[src/rtl/alu_seq.sv]
// alu_seq -- multi-cycle handshaked ALU: add, sub, shift-add multiply, restoring divide.
// Two operands are picked from NCH input channels and produce a 2*WIDTH-bit result.
//
// Ports
//   clk        rising-edge clock
//   rst        asynchronous reset, active low
//   cmd_valid  command present
//   cmd_ready  block can accept a command (state IDLE)
//   cmdin      {a_sel, b_sel, op}; op 0 add, 1 sub, 2 mul, 3 div
//   din        channel k = din[k*WIDTH +: WIDTH]
//   res_valid  result valid (state DONE)
//   res_ready  consumer takes the result
//   dout_low   result low half; quotient for div
//   dout_high  result high half; remainder for div
//   zero       result is zero and no error
//   error      divide by zero or channel select out of range
//
// state | meaning
// IDLE  | waiting for a command, cmd_ready=1
// EXEC  | operands captured; iterating (mul/div) or one settle cycle (add/sub/error)
// DONE  | result registered and held until res_ready

module alu_seq #(
   parameter int WIDTH = 8,
   parameter int NCH   = 3,
   parameter int SEL_W = 2
) (
   input  logic                   clk,
   input  logic                   rst,
   input  logic                   cmd_valid,
   output logic                   cmd_ready,
   input  logic [2*SEL_W+1:0]     cmdin,
   input  logic [NCH*WIDTH-1:0]   din,
   output logic                   res_valid,
   input  logic                   res_ready,
   output logic [WIDTH-1:0]       dout_low,
   output logic [WIDTH-1:0]       dout_high,
   output logic                   zero,
   output logic                   error
);

   localparam int CNT_W = $clog2(WIDTH + 1);
   localparam logic [1:0] OP_ADD = 2'd0;
   localparam logic [1:0] OP_SUB = 2'd1;
   localparam logic [1:0] OP_MUL = 2'd2;
   localparam logic [1:0] OP_DIV = 2'd3;

   typedef enum logic [1:0] {IDLE, EXEC, DONE} state_t;

   state_t state_q, state_d;

   logic [WIDTH-1:0]   a_q, b_q;
   logic [1:0]         op_q;
   logic               err_q;
   logic [CNT_W-1:0]   cnt_q;
   // p_hi/p_lo: partial product / multiplier for mul, remainder / dividend-quotient for div
   logic [WIDTH-1:0]   p_hi_q, p_lo_q;

   logic [SEL_W-1:0]   a_sel, b_sel;
   logic [1:0]         op_in;
   logic [WIDTH-1:0]   a_val, b_val;
   logic               sel_bad, err_in, accept;

   logic [WIDTH:0]     mul_sum, div_shift, div_trial;
   logic [WIDTH-1:0]   iter_hi, iter_lo;
   logic [2*WIDTH-1:0] res_full;

   assign op_in  = cmdin[1:0];
   assign b_sel  = cmdin[SEL_W+1:2];
   assign a_sel  = cmdin[2*SEL_W+1:SEL_W+2];
   assign accept = cmd_valid && (state_q == IDLE);

   always_comb begin
      a_val = '0;
      b_val = '0;
      for (int k = 0; k < NCH; k++) begin
         if (a_sel == SEL_W'(k)) a_val = din[k*WIDTH +: WIDTH];
         if (b_sel == SEL_W'(k)) b_val = din[k*WIDTH +: WIDTH];
      end
   end

   assign sel_bad = (int'(a_sel) >= NCH) || (int'(b_sel) >= NCH);
   assign err_in  = sel_bad || ((op_in == OP_DIV) && (b_val == '0));

   // One iteration step of shift-add multiply or restoring divide.
   always_comb begin
      mul_sum   = {1'b0, p_hi_q} + (p_lo_q[0] ? {1'b0, a_q} : '0);
      div_shift = {p_hi_q, p_lo_q[WIDTH-1]};
      div_trial = div_shift - {1'b0, b_q};
      iter_hi   = '0;
      iter_lo   = '0;
      if (op_q == OP_MUL) begin
         iter_hi = mul_sum[WIDTH:1];
         iter_lo = {mul_sum[0], p_lo_q[WIDTH-1:1]};
      end else begin
         // MSB of the trial difference set means the divisor did not fit: restore.
         if (div_trial[WIDTH]) begin
            iter_hi = div_shift[WIDTH-1:0];
            iter_lo = {p_lo_q[WIDTH-2:0], 1'b0};
         end else begin
            iter_hi = div_trial[WIDTH-1:0];
            iter_lo = {p_lo_q[WIDTH-2:0], 1'b1};
         end
      end
   end

   always_comb begin
      res_full = '0;
      case (op_q)
         OP_ADD:  res_full = {{WIDTH{1'b0}}, a_q} + {{WIDTH{1'b0}}, b_q};
         OP_SUB:  res_full = {{WIDTH{1'b0}}, a_q} - {{WIDTH{1'b0}}, b_q};
         default: res_full = {p_hi_q, p_lo_q};
      endcase
      if (err_q) res_full = '0;
   end

   always_ff @(posedge clk or negedge rst) begin
      if (!rst) state_q <= IDLE;
      else      state_q <= state_d;
   end

   always_comb begin
      state_d = state_q;
      case (state_q)
         IDLE:    if (accept) state_d = EXEC;
         EXEC:    if (cnt_q == '0) state_d = DONE;
         DONE:    if (res_ready) state_d = IDLE;
         default: state_d = IDLE;
      endcase
   end

   always_comb begin
      cmd_ready = (state_q == IDLE);
      res_valid = (state_q == DONE);
   end

   always_ff @(posedge clk or negedge rst) begin
      if (!rst) begin
         a_q       <= '0;
         b_q       <= '0;
         op_q      <= OP_ADD;
         err_q     <= 1'b0;
         cnt_q     <= '0;
         p_hi_q    <= '0;
         p_lo_q    <= '0;
         dout_low  <= '0;
         dout_high <= '0;
         zero      <= 1'b0;
         error     <= 1'b0;
      end else if (accept) begin
         a_q    <= a_val;
         b_q    <= b_val;
         op_q   <= op_in;
         err_q  <= err_in;
         p_hi_q <= '0;
         p_lo_q <= (op_in == OP_DIV) ? a_val : b_val;
         // Only error-free mul/div iterate; everything else settles in one EXEC cycle.
         cnt_q  <= (op_in[1] && !err_in) ? CNT_W'(WIDTH) : '0;
      end else if (state_q == EXEC) begin
         if (cnt_q != '0) begin
            p_hi_q <= iter_hi;
            p_lo_q <= iter_lo;
            cnt_q  <= cnt_q - 1'b1;
         end else begin
            dout_low  <= res_full[WIDTH-1:0];
            dout_high <= res_full[2*WIDTH-1:WIDTH];
            zero      <= (res_full == '0) && !err_q;
            error     <= err_q;
         end
      end
   end

endmodule
[config.mk]
export PLATFORM = sky130hd
export DESIGN_NAME = alu_seq
export DESIGN_NICKNAME = d
export VERILOG_FILES = /design/src/rtl/alu_seq.sv
export SDC_FILE = /design/constraint.sdc
export NUM_CORES = 1
export LEC_CHECK = 0
export CORE_MARGIN = 8
export CORE_UTILIZATION = 30
export CTS_BUF_LIST = sky130_fd_sc_hd__clkbuf_4
export DETAILED_ROUTE_END_ITERATION = 8
export GPL_TIMING_DRIVEN = 0
export PLACE_DENSITY_LB_ADDON = 0.05
export RECOVER_POWER = 100
export SLEW_MARGIN = 20
export SYNTH_ARGS = -nofsm -noshare
export SYNTH_HDL_FRONTEND = slang
export SYNTH_SLANG_ARGS = --single-unit
[constraint.sdc]
create_clock -name clk -period 3 [get_ports clk]
set_input_delay 0.6 -clock clk [delete_from_list [all_inputs] [get_ports clk]]
set_output_delay 0.6 -clock clk [all_outputs]
set_load 0.03 [all_outputs]
==> metrics <==
fraction of power spent switching nets between 50% and 60%; drt drc 0; final setup skew 0.0195 ns; most instantiated flip-flop cell in the synthesis netlist dfrtp_1; layout cells sized above 1 approximately 5.6%; class of the worst hold path in -> async; arrival time worst endpoint approximately 3.3 ns; count of state elements after synthesis 59; cell with the most instances after synthesis nand2_1; worst hold margin 0.449 ns; quantity of I/O buffers inserted on ports 49; DR vias around 4100; root buffer cell clkbuf_4; proportion of power drawn by flip-flops and latches 24.2%; Worst EP required between 3 and 4 ns; final setup violation count 0; post-DR wirelength/cell 18.6 um; design internal power 3.09 mW; maximum cell stage delay along the critical path 0.46 ns; synthesized area per cell 8.64 sq um; Yosys warning count 0; cell types with the highest counts after synthesis nand2_1, dfrtp_1, o21ai_0; slowest cell on the critical path dfrtp_2; number of global-route vias before repair 4232; Crit. End Element register; count of cell types in the netlist 56; synthesized instance count 527; max_cap viols 0; CTS Sinks 59; sequential element share of the synthesized area 32.4%; Placement Rows 45; clock transition at the register clock pins on the worst setup and hold paths after CTS roughly 0.11 ns; floorplan die width 139 um; Antenna Nets Post-Route 0; Rel. slew slack 6.95%; setup TNS 0 ns; largest fanout of any net on the critical path 8; routed vias/inst 5.18; total power divided by cell area roughly 1200 mW/mm^2; static leakage 2.44 nW; Post-Place Worst Slack between 0.02 and 0.025 ns; TritonCTS clock tree yes; final hold vios 0; global placer's final weighted congestion 0.833; share of total power in the clock network 7.9%; RSZ-0062 raised after global routing no; post-layout minimum cycle time 2.89 ns; number of DRC markers after the initial detailed-route iteration 225; slew at the pin closest to its max-slew limit 1.40 ns; number of hold buffers added after cts 0; syn nets 599; first-pass detailed-route iteration total 4; number of placed I/O pins between 50 and 60; number of buffers inserted during clock tree synthesis 9; Final Worst Setup Slack 0.106 ns; starting density of the core 30.3%; number of nets at the end of the flow 661; first-pass GRT wire length about 24000 um; highest attainable clock frequency 346 MHz; maximum clock insertion buffer count 2; combined area of all synthesized cells 0.00455 sq mm; Tcrit/Tclk final between 90% and 100%; H-tree depth 3; Critical Path Source Type register; Overflow after GRT 0; fraction of synthesis flops using an asynchronous set or reset pin 100%; number of placed instances, taps included 765; number of antenna violations at the first check in global routing 1; Switching Power 3.26 mW; growth of design area from synthesis to finish 18.8%; vertical die dimension between 100 and 150 um; Post-Layout Cell Count 783; EDFF count, synth 0; library cell appearing most often on the critical path inv_1; maximum number of pins on one net before global-route repair 36; wire length reported by the detailed router about 15000 um; gr usage total about 16%; HPWL reported at the end of detailed placement 11700 um; chain of cells forming the critical path inv_1, ha_1, inv_1, fa_1, a21o_1, a41oi_2, nand2_2, o31ai_4, xor2_4, buf_12, mux2_1, o211ai_1; start-to-end type of the worst setup path reg -> reg; combinational cell fraction of total power 67.8%; result of the run finished clean; clock insertion delay at the later pin of the skew report roughly 0.45 ns; Yosys top cell area share around a third; Core Footprint 0.0150 sq mm; Max Transition Viols Final 0; area of the die 0.0194 sq mm; Worst IR Drop VDD 0.339 mV; library cell occupying the most area in the post-synthesis netlist dfrtp_1; top area cells in the synthesized netlist dfrtp_1, ha_1, mux2i_1
worst paths after layout:
path	depth (start not counted)	slack, ns	from	to
worst max-delay path	12	0.11	p_lo_q[7]	p_hi_q[0]
worst min-delay path	1	0.45	rst	dout_low[2]
worst max register to register	12	0.11	p_lo_q[7]	p_hi_q[0]
worst min register to register	2	0.48	dout_low[0]	dout_low[0]
max in group asynchronous	2	0.88	rst	p_lo_q[7]
min in group clk	2	0.48	dout_low[0]	dout_low[0]
final cells by class:
cell class              count  area, sq um
diodes                      1         2.50
plain buffers              28          109
clock buffers              10         75.1
clock inverters             6         32.5
fillers                  1610         9630
inverters                  22         82.6
multi-input cells         418         2880
flip-flops and latches     59         1480
well taps                 188          235
repair buffers             51          509
worst max-delay path, delay by kind of cell, from the launching register on:
| kind | cells | cell delay [ns] |
|---|---|---|
| AOI/OAI and AO/OA | 4 | 0.86 |
| adders and majority gates | 2 | 0.55 |
| xor gates and xnor gates | 1 | 0.21 |
| and+or+nand+nor | 1 | 0.12 |
| DFF | 1 | 0.46 |
| buffers and inverters | 3 | 0.28 |
| muxes | 1 | 0.33 |
registers in the layout, summed over array words and instances, names as in the netlist:
register,flops
b_q,8
dout_low,8
p_hi_q,8
op_q,2
p_lo_q,8
cnt_q,4
state_q,2
error,1
dout_high,8
a_q,8
err_q,1
zero,1
cells by family (layout without fill, tap and decap cells):
family | Yosys count | in the layout | synth area share (%)
xor gates and xnor gates | 17 | 17 | 3.68
buffers and inverters | 50 | 117 | 4.23
adders and majority gates | 38 | 38 | 11.1
muxes | 42 | 42 | 9.40
AOI/OAI and AO/OA | 135 | 135 | 19.9
DFF | 59 | 59 | 32.4
and+or+nand+nor | 186 | 186 | 19.2
other | 0 | 1 | 0
stage by stage:
step	cell area [sq um]	utilization [%]	total power, mW
2_1_floorplan	4550	-	4.53
3_3_place_gp	5280	35.1	5.82
3_5_place_dp	5300	35.2	5.84
4_1_cts	5400	35.9	6.38
5_1_grt	5410	36.0	6.96
6_report	5410	36.0	6.35
placed cells by master (no fill, tap or decap), types with 5 or more instances in the layout:
cell / netlist / final
dfrtp_1: 59 / 57
ha_1: 34 / 34
a22o_1: 11 / 11
mux2i_1: 36 / 36
a31oi_1: 6 / 6
xnor2_1: 8 / 8
a211oi_1: 8 / 8
nand2b_1: 11 / 11
clkbuf_4: 0 / 10
mux2_2: 5 / 5
nand3_1: 9 / 9
a21o_1: 6 / 6
inv_1: 21 / 21
clkbuf_1: 22 / 25
nand2_1: 70 / 70
nor3_1: 18 / 18
xor2_1: 8 / 8
nor2b_1: 12 / 12
clkdlybuf4s50_1: 0 / 28
and2_1: 12 / 9
dlygate4sd3_1: 0 / 20
o21ai_0: 38 / 38
a21oi_1: 26 / 26
nor2_1: 35 / 35
power by group through the flow:
| stage | clock network, mW | registers [mW] | logic [mW] |
|---|---|---|---|
| 2_1_floorplan | 0 | 1.57 | 2.96 |
| 3_3_place_gp | 0 | 1.56 | 4.25 |
| 3_5_place_dp | 0 | 1.57 | 4.27 |
| 4_1_cts | 0.528 | 1.55 | 4.30 |
| 5_1_grt | 0.558 | 1.60 | 4.80 |
| 6_report | 0.504 | 1.54 | 4.30 |
timing repair:
action	CTS	global route
setup buffers	0	1
gates resized for setup	0	2
setup endpoints to repair	0	7
metal layers:
| metal | GRT usage (%) | routed length, um |
|---|---|---|
| met1 | 19.7 | 6820 |
| met3 | 3.27 | 613 |
| met4 | 5.20 | 198 |
| met5 | 0 | 0 |
| met2 | 26.0 | 6960 |
No activity file was read; power rests on OpenSTA's default activity.
